$ cat config.mk
export PLATFORM = sky130hd
export DESIGN_NAME = hazard_ctrl
export DESIGN_NICKNAME = d
export VERILOG_FILES = /design/src/rtl/hazard_ctrl_pkg.sv /design/src/rtl/hazard_ctrl_raw_cmp.sv /design/src/rtl/hazard_ctrl.sv
export SDC_FILE = /design/constraint.sdc
export NUM_CORES = 1
export LEC_CHECK = 0
export ABC_AREA = 1
export BUFFER_PORTS_ARGS = -buffer_cell sky130_fd_sc_hd__buf_2
export CAP_MARGIN = 10
export CORE_AREA = 5 5 42 44
export CTS_BUF_LIST = sky130_fd_sc_hd__clkbuf_8
export DETAILED_ROUTE_END_ITERATION = 7
export DIE_AREA = 0 0 47 49
export PLACE_DENSITY_LB_ADDON = 0.12
export SYNTH_ARGS = -nofsm -noshare
export SYNTH_HDL_FRONTEND = slang
export SYNTH_SLANG_ARGS = --single-unit
export TNS_END_PERCENT = 20
$ cat constraint.sdc
create_clock -name clk -period 1.42 [get_ports clk]
set_clock_uncertainty 0.1 [all_clocks]
set_input_delay 0.213 -clock clk [delete_from_list [all_inputs] [get_ports clk]]
set_output_delay 0.213 -clock clk [all_outputs]
set_load 0.005 [all_outputs]
$ cat src/rtl/hazard_ctrl_pkg.sv
// Shared types and defaults for the EX-stage hazard/sequencing controller.
package hazard_ctrl_pkg;
  localparam int INSTR_REG_BITS  = 5;
  localparam int MUL_LATENCY_DEF = 4;

  typedef enum logic {HZ_RUN, HZ_MUL} hz_state_t;
endpackage

$ cat src/rtl/hazard_ctrl_raw_cmp.sv
// Combinational RAW compare: EX destination against ID sources, x0 never hits.
module hz_raw_cmp
  import hazard_ctrl_pkg::*;
#(
  parameter int REG_BITS = INSTR_REG_BITS
) (
  input  logic [REG_BITS-1:0] rd,
  input  logic [REG_BITS-1:0] rs1,
  input  logic [REG_BITS-1:0] rs2,
  input  logic                uses_rs1,
  input  logic                uses_rs2,
  output logic                hit
);

  logic rd_nz;

  assign rd_nz = (rd != '0);
  assign hit   = rd_nz & ((uses_rs1 & (rs1 == rd)) | (uses_rs2 & (rs2 == rd)));

endmodule

$ cat src/rtl/hazard_ctrl.sv
// EX-stage sequencing: load-use stall/bubble, multi-cycle MUL hold, branch flush.
// Optional saturating perf counters under `HAZARD_PERF_CNT_EN.
module hazard_ctrl
  import hazard_ctrl_pkg::*;
#(
  parameter int REG_BITS    = INSTR_REG_BITS,
  parameter int MUL_LATENCY = MUL_LATENCY_DEF,
  parameter int CNT_BITS    = 16
) (
  input  logic                clk,
  input  logic                reset_n,
  input  logic                id_valid_i,
  input  logic [REG_BITS-1:0] id_rs1_i,
  input  logic [REG_BITS-1:0] id_rs2_i,
  input  logic                id_uses_rs1_i,
  input  logic                id_uses_rs2_i,
  input  logic                id_is_mul_i,
  input  logic                ex_valid_i,
  input  logic [REG_BITS-1:0] ex_rd_i,
  input  logic                ex_is_ld_i,
  input  logic                ex_br_taken_i,
  output logic                if_stall_o,
  output logic                id_stall_o,
  output logic                ex_bubble_o,
  output logic                if_flush_o,
  output logic                id_flush_o,
  output logic                mul_start_o,
`ifdef HAZARD_PERF_CNT_EN
  output logic [CNT_BITS-1:0] perf_ldu_o,
  output logic [CNT_BITS-1:0] perf_mul_o,
  output logic [CNT_BITS-1:0] perf_flush_o,
`endif
  output logic                mul_busy_o
);

  localparam int CW = (MUL_LATENCY > 1) ? $clog2(MUL_LATENCY) : 1;

  hz_state_t     state, state_nxt;
  logic [CW-1:0] cnt, cnt_nxt;
  logic          raw_hit;
  logic          ldu;
  logic          ldu_stall;

  hz_raw_cmp #(.REG_BITS(REG_BITS)) u_raw_cmp (
    .rd       (ex_rd_i),
    .rs1      (id_rs1_i),
    .rs2      (id_rs2_i),
    .uses_rs1 (id_uses_rs1_i),
    .uses_rs2 (id_uses_rs2_i),
    .hit      (raw_hit)
  );

  assign ldu = ex_valid_i & ex_is_ld_i & id_valid_i & raw_hit;

  always_ff @(posedge clk) begin
    if (!reset_n) begin
      state <= HZ_RUN;
      cnt   <= '0;
    end else begin
      state <= state_nxt;
      cnt   <= cnt_nxt;
    end
  end

  always_comb begin
    state_nxt   = state;
    cnt_nxt     = cnt;
    if_stall_o  = 1'b0;
    id_stall_o  = 1'b0;
    ex_bubble_o = 1'b0;
    if_flush_o  = 1'b0;
    id_flush_o  = 1'b0;
    mul_start_o = 1'b0;
    mul_busy_o  = 1'b0;
    ldu_stall   = 1'b0;
    unique case (state)
      HZ_RUN: begin
        if (ex_br_taken_i) begin
          if_flush_o = 1'b1;
          id_flush_o = 1'b1;
        end else if (ldu) begin
          ldu_stall   = 1'b1;
          if_stall_o  = 1'b1;
          id_stall_o  = 1'b1;
          ex_bubble_o = 1'b1;
        end else if (id_valid_i && id_is_mul_i) begin
          mul_start_o = 1'b1;
          cnt_nxt     = CW'(MUL_LATENCY - 2);
          state_nxt   = HZ_MUL;
        end
      end
      HZ_MUL: begin
        // Branch and load-use are ignored: EX is occupied by the MUL.
        mul_busy_o  = 1'b1;
        if_stall_o  = 1'b1;
        id_stall_o  = 1'b1;
        ex_bubble_o = 1'b1;
        if (cnt == '0) begin
          state_nxt = HZ_RUN;
        end else begin
          cnt_nxt = cnt - CW'(1);
        end
      end
      default: state_nxt = HZ_RUN;
    endcase
    // Outputs are forced low while in reset, even mid-sequence.
    if (!reset_n) begin
      if_stall_o  = 1'b0;
      id_stall_o  = 1'b0;
      ex_bubble_o = 1'b0;
      if_flush_o  = 1'b0;
      id_flush_o  = 1'b0;
      mul_start_o = 1'b0;
      mul_busy_o  = 1'b0;
      ldu_stall   = 1'b0;
    end
  end

`ifdef HAZARD_PERF_CNT_EN
  logic [CNT_BITS-1:0] ldu_cnt, mul_cnt, flush_cnt;

  always_ff @(posedge clk) begin
    if (!reset_n) begin
      ldu_cnt   <= '0;
      mul_cnt   <= '0;
      flush_cnt <= '0;
    end else begin
      if (ldu_stall && (ldu_cnt != '1))
        ldu_cnt <= ldu_cnt + CNT_BITS'(1);
      if ((mul_start_o || mul_busy_o) && (mul_cnt != '1))
        mul_cnt <= mul_cnt + CNT_BITS'(1);
      if (if_flush_o && (flush_cnt != '1))
        flush_cnt <= flush_cnt + CNT_BITS'(1);
    end
  end

  assign perf_ldu_o   = reset_n ? ldu_cnt   : '0;
  assign perf_mul_o   = reset_n ? mul_cnt   : '0;
  assign perf_flush_o = reset_n ? flush_cnt : '0;
`endif

endmodule

==> results of run 1 <==
cell families (layout without fill, tap and decap cells):
family                     count (synthesis)  count (layout)
and+or+nand+nor                           60              60
buffers and inverters                     24              57
DFF                                        3               3
AOI/OAI and AO/OA                          2               2
adders and majority gates                  1               1
flip-flops by register name, indices dropped and copies added (netlist names):
| name | count |
|---|---|
| cnt | 2 |
| state | 1 |
tightest hold or removal path: cells and delay by family:
family                 cells  cell delay, ns
buffers and inverters      1            0.12
AND/OR/NAND/NOR            2            0.13
power groups by stage:
stage / Combinational [W] / Sequential [W] / Clock, W
final: 0.000137 / 0.0000897 / 0.000234
after global routing: 0.000157 / 0.0000897 / 0.000250
after CTS: 0.000127 / 0.0000897 / 0.000239
after detailed placement: 0.000116 / 0.0000908 / 0
after global placement: 0.000114 / 0.0000908 / 0
after floorplan: 0.0000634 / 0.0000903 / 0
repair_timing:
item,in CTS,in global routing
setup buffers,1,0
cloned,0,0
pin swaps,5,6
endpoints found under the setup margin,4,4
gates resized for setup,7,12
cell usage after synthesis:
| library cell | count |
|---|---|
| a21oi_1 | 1 |
| buf_4 | 3 |
| dfxtp_1 | 3 |
| ha_1 | 1 |
| inv_1 | 15 |
| inv_2 | 6 |
| nand2_1 | 35 |
| nand2_2 | 3 |
| nand2_4 | 1 |
| nand3_1 | 3 |
| nand4_1 | 4 |
| nor2_1 | 10 |
| nor2_2 | 2 |
| nor3_1 | 1 |
| o31ai_1 | 1 |
| or2_2 | 1 |
through the flow:
stage | worst slack, ns | std cells
after floorplan | 0.05996 | 90
after global placement | -0.04468 | 134
after detailed placement | -0.05991 | 134
after CTS | -0.01383 | 139
after global routing | -0.09988 | 139
final | 0.005718 | 139
layout make-up:
cell class | count | area, sq um
fill | 166 | 663.1
multi-input combinational | 63 | 306.5
timing repair buffer | 32 | 225.2
inverter | 21 | 81.33
sequential | 3 | 60.06
clock buffer | 3 | 41.29
tap | 16 | 20.02
clock inverter | 1 | 3.754
worst max path at each step:
stage | end | slack, ns | cells after the start
after floorplan | id_stall_o | 0.06 | 9
after global placement | mul_start_o | -0.04 | 12
after detailed placement | id_stall_o | -0.06 | 10
after CTS | mul_start_o | -0.01 | 11
after global routing | id_stall_o | -0.1 | 10
final | id_stall_o | 0.006 | 10
routing by layer:
| metal | part of all wire | wire length (um) | vias up |
|---|---|---|---|
| met2 | 0.50 | 582 | 15 |
| li1 | - | - | 331 |
| met3 | 0.082 | 96 | 0 |
| met5 | 0 | 0 | - |
| met1 | 0.42 | 496 | 248 |
| met4 | 0 | 0 | 0 |
==> impl_metrics.ini, run 1 <==
[sta]
relSlewSlack = 0.8753
finalMaxSlewViolations = 0
rsz0062_at_grt = true
max_freq_mhz = 707.1
setup_viol = 0
fin_tns_setup_ns = 0
worstMarginPinSlew_ns = 0.1856
fin_crit_ns = 1.414
hold_violations = 0
fin_crit_sh = 0.9960
fin_hold_ws_ns = 0.1859

[final_layout]
utilization = 0.5268
diodes = 0
final_nets = 149
finalInstanceArea_sq_um = 738.2
mostFrequentLayoutCells = nand2_1 (33), buf_2 (21), inv_1 (13)
drive_gt1_frac = 0.4390
syn_to_final_growth_pct = 64.35
mostFrequentLayoutCell = nand2_1

[grt]
gr-usage-met2 = 0.1652
antenna_found_initial = 0
grt_pass1_wl_mm = 1.925
grt_pass1_vias = 533
grt.met3_usage = 0.01107
grtUsageMet1 = 0.1463
grt_max_degree = 6
grt_overflow = 0
grt_util_all_layers = 0.1089
grt_busiest_layer = met2

[pwr]
power.switching_w = 0.0001184
leakagePower_nw = 0.4696
power_density_nw_per_um2 = 624.0
p_int_w = 0.0003423
power_frac_seq = 0.195
power_w = 0.0004607
p_comb_frac = 0.297
max-vdd-ir-drop_mv = 0.5164
swShare = 0.2569
clkPwrFrac = 0.508

[logic_synthesis]
synth_compound_area_frac = 0.02786
yosysTopAreaCell = nand2_1
synth_top_family_by_area = simple AND/OR/NAND/NOR gates
synthSimpleGateAreaFrac = 0.5850
synth-xor-area-share = 0
ys_seq_area_frac = 0.1337
synthMuxAreaShare = 0
yosys.area_share.adder = 0.02786
synth_nets = 115
synthCells = 90
syn_avg_cell_area_sq_um = 4.991
synth_area_leaders = nand2_1 (29%), dfxtp_1 (13%), inv_1 (13%), nor2_1 (8.4%), nand4_1 (5.6%)
ys_warn_count = 0
netlist_area_sq_um = 449.2
synth_cell_types = 16
netlist.area_leader.share = 0.2925
ys_ff_latch = 3

[setup_path]
r2r_start = cnt[0]
critPathKind = input port to output port
cp.arrival_ns = 1.10
slowest_delay_ns = 0.18
crit_required_ns = 1.11
cp-start-kind = input port
r2r-end = cnt[0]
cp_top_family = simple AND/OR/NAND/NOR gates
end_kind = output port
path_cells = buf_2, inv_1, nand2_1, nand2_1, nor2_2, nand3_1, nand2_1, nand2_2, o31ai_4, buf_2
reg2reg_slack_ns = 0.15
cp.buffers_inverters = 3
reg2reg_depth = 5
cp-startpoint = id_rs2_i[0]
critPathMaxFanout = 3
path_common_cell = nand2_1
cpMaxStageDelayCell = o31ai_4

[placement]
hpwlAfterDp_um = 999.3
place_congestion = 0.7134
io_buffers = 30
dpl_cell_area_sq_um = 609.3

[clocking]
cts_made_buffers = 3
cts.htree.levels = 1
clockRootBuffer = clkbuf_8
worstSkewPairLatency_ns = 0.21
cts_sinks = 3
path_clk_slew_ns = 0.03
clockBufferDepth = 2
cts_tree = done
cts_hold_buf = 0

[floorplanning]
initial_core_util = 0.3205
fp.dieH_um = 49
fp.dieW_um = 47
rows = 14
core_sq_um = 1401
die_area_sq_um = 2303
io_pins = 31

[worst_hold_path]
hold_depth = 3
min_path_type = input port to register
holdPathEnd = cnt[1]
hold_start = reset_n

[routing]
drt_iter0_markers = 11
antenna_left = 0
route.detailed.drc = 0
drt-pass1-iter-count = 4
viasPerCell = 4.273
routedWlPerCell_um = 8.453
num_vias = 594
wirelength_mm = 1.175

[flow_run]
cap_violations = 0

[run_status]
status = finished clean
(Power assumes the default switching activity.)
==> inputs of run 2 (changes only) <==
--- a/config.mk
+++ b/config.mk
@@ -5,7 +5,7 @@
 export SDC_FILE = /design/constraint.sdc
 export NUM_CORES = 1
 export LEC_CHECK = 0
-export ABC_AREA = 1
+export ABC_AREA = 0
 export BUFFER_PORTS_ARGS = -buffer_cell sky130_fd_sc_hd__buf_2
 export CAP_MARGIN = 10
 export CORE_AREA = 5 5 42 44
==> run 2 against run 1 <==
Net effect: the run now ends with setup timing left; core utilization down 4.4 points; routed wire length unchanged; via count down 23%; count of clock-buffer cells in the layout unchanged; total power down 0.30%; setup slack worse by 0.025 ns; cell area down 8.3%; highest routed layer is now met4.
==> impl_metrics.ini, run 2 <==
[final_layout]
top_register = cnt
mostFrequentLayoutCells = buf_2 (25), buf_4 (8), xnor2_1 (6), nand2_1 (6), inv_1 (5)
mostFrequentLayoutCell = buf_2
final_nets = 113
top_regs = cnt (2), state (1)
drive_gt1_frac = 0.5632
largest_reg_flops = 2
fin_cells = 103
syn_to_final_growth_pct = 83.39
diodes = 0
finalInstanceArea_sq_um = 676.9

[floorplanning]
die_area_sq_um = 2303
core_sq_um = 1401
initial_core_util = 0.2634
io_pins = 31
fp.dieW_um = 47
rows = 14
fp.dieH_um = 49

[clocking]
cts_tree = done
clockBufferDepth = 2
path_clk_slew_ns = 0.03
cts.htree.levels = 1
worstSkewPairLatency_ns = 0.21
clockRootBuffer = clkbuf_8
cts_sinks = 3
cts_made_buffers = 3

[sta]
setup_viol = 4
fin_crit_ns = 1.440
finalMaxSlewViolations = 0
rsz0062_at_grt = true
fin_crit_sh = 1.014
relSlewSlack = 0.7819
hold_violations = 0
setup_ws_ns = -0.01970
fin_hold_ws_ns = 0.2048
worstMarginPinSlew_ns = 0.3230
max_freq_mhz = 694.6

[grt]
antenna_found_initial = 0
grt_max_degree = 9
grt_pass1_vias = 455
grt_overflow = 0
grt_pass1_wl_mm = 1.869
grt_util_all_layers = 0.1132

[pwr]
leakagePower_nw = 0.3433
power_density_nw_per_um2 = 678.5
max-vdd-ir-drop_mv = 0.5592

[logic_synthesis]
synthMostInstantiatedCell = xnor2_1
yosysTopAreaCell = xnor2_1
netlist.area_leader.share = 0.2373
synth_nets = 75
ys_ff_latch = 3
synth_ff_type = dfxtp_1
netlist_area_sq_um = 369.1
async_flop_share = 0
synth_area_leaders = xnor2_1 (24%), dfxtp_1 (16%), buf_4 (6.1%), nand2_1 (6.1%), a31o_1 (4.7%)
ys_warn_count = 0
synthTopCellsByCount = xnor2_1 (10), nand2_1 (6), inv_1 (4), nor2_1 (4)
syn_avg_cell_area_sq_um = 7.382
synth-edff-count = 0
ys_seq_area_frac = 0.1627
synthCells = 50
synth_cell_types = 21

[routing]
drt-pass1-iter-count = 1
routedWlPerCell_um = 11.41
wirelength_mm = 1.175
num_vias = 455
antenna_left = 0
drt_iter0_markers = 0
viasPerCell = 4.417
route.detailed.drc = 0

[flow_run]
cap_violations = 0

[setup_path]
crit_required_ns = 1.11
critPathMaxFanout = 3
cp.arrival_ns = 1.13
end_kind = output port
cp-start-kind = input port
critPathKind = input port to output port
path_cells = buf_8, xnor2_2, nand4_1, o22ai_2, a41o_1, buf_2
slowest_delay_ns = 0.22
cpMaxStageDelayCell = a41o_1

[placement]
place_congestion = 0.7453
dp_slack_ns = -0.07879
io_buffers = 30
place_inst = 97
dpl_cell_area_sq_um = 549.3

[run_status]
violations = setup timing
status = finished, violations left

[worst_hold_path]
min_path_type = input port to register
## run 2: changes by cell type after synthesis, moves of 3 or more
cell     previous run  this run
xnor2_1             0        10
inv_1              15         4
nand2_2             3         0
inv_2               6         0
nor2_1             10         4
nand2_1            35         6
## run 2: path summary, 6_finish.rpt
| check | slack, ns | to | depth (start not counted) | start |
|---|---|---|---|---|
| setup / recovery | -0.02 | id_stall_o | 6 | ex_rd_i[4] |
| hold / removal | 0.20 | state | 3 | reset_n |
| setup reg to reg | 0.09 | cnt[1] | 6 | cnt[0] |
| hold reg to reg | 0.44 | cnt[1] | 2 | cnt[1] |
## run 2: logic make-up (layout without fill, tap and decap cells)
kind of cell / Yosys count / count (layout) / synth area share
AND/OR/NAND/NOR: 18 / 18 / 0.2441
AO/OA/AOI/OAI: 10 / 10 / 0.2068
flip-flops: 3 / 3 / 0.1627
buffers and inverters: 8 / 45 / 0.1152
adder cells (fa/ha/maj): 1 / 1 / 0.03389
XOR/XNOR: 10 / 10 / 0.2373
## run 2: what timing repair did
item,CTS,global route
endpoints found under the hold margin,0,0
pin swaps,7,8
gates resized for setup,4,11
hold buffers,0,0
setup buffers,2,0
endpoints found under the setup margin,4,7
## run 2: through the flow
| step | power (W) | utilization | TNS, ns |
|---|---|---|---|
| after global placement | 0.0001985 | 0.3920 | -0.2463 |
| after detailed placement | 0.0001977 | 0.3920 | -0.2714 |
| after CTS | 0.0004543 | 0.4473 | -0.07073 |
| after floorplan | 0.0001426 | - | 0 |
| final | 0.0004593 | 0.4830 | -0.05703 |
| after global routing | 0.0004960 | 0.4830 | -0.4797 |
## run 2: routing by layer
metal | global-route usage | up-vias | wire [um]
li1 | - | 246 | -
met4 | 0.09677 | 0 | 18
met2 | 0.1697 | 13 | 630
met5 | 0 | - | 0
met3 | 0.02583 | 2 | 101
met1 | 0.1269 | 194 | 424
## run 2: final cells by class
cell class	instances	area [sq um]
Tap cell	16	20.02
Clock inverter	1	3.754
Multi-Input combinational cell	39	301.5
Timing Repair Buffer	37	234.0
Inverter	4	15.01
Clock buffer	3	41.29
Sequential cell	3	61.31
Fill cell	159	724.4
## run 2: power breakdown
part           internal, W  switching [W]  leakage, nW   total, W
Sequential       0.0000879     0.00000175       0.0248  0.0000896
Clock             0.000184      0.0000551       0.0269   0.000239
Combinational    0.0000795      0.0000511        0.292   0.000131
## run 2: worst max-delay path: cells and delay by family
kind                      cells  cell delay, ns
AOI/OAI and AO/OA             2            0.42
xor gates and xnor gates      1            0.14
buffers and inverters         2            0.22
and+or+nand+nor               1            0.12
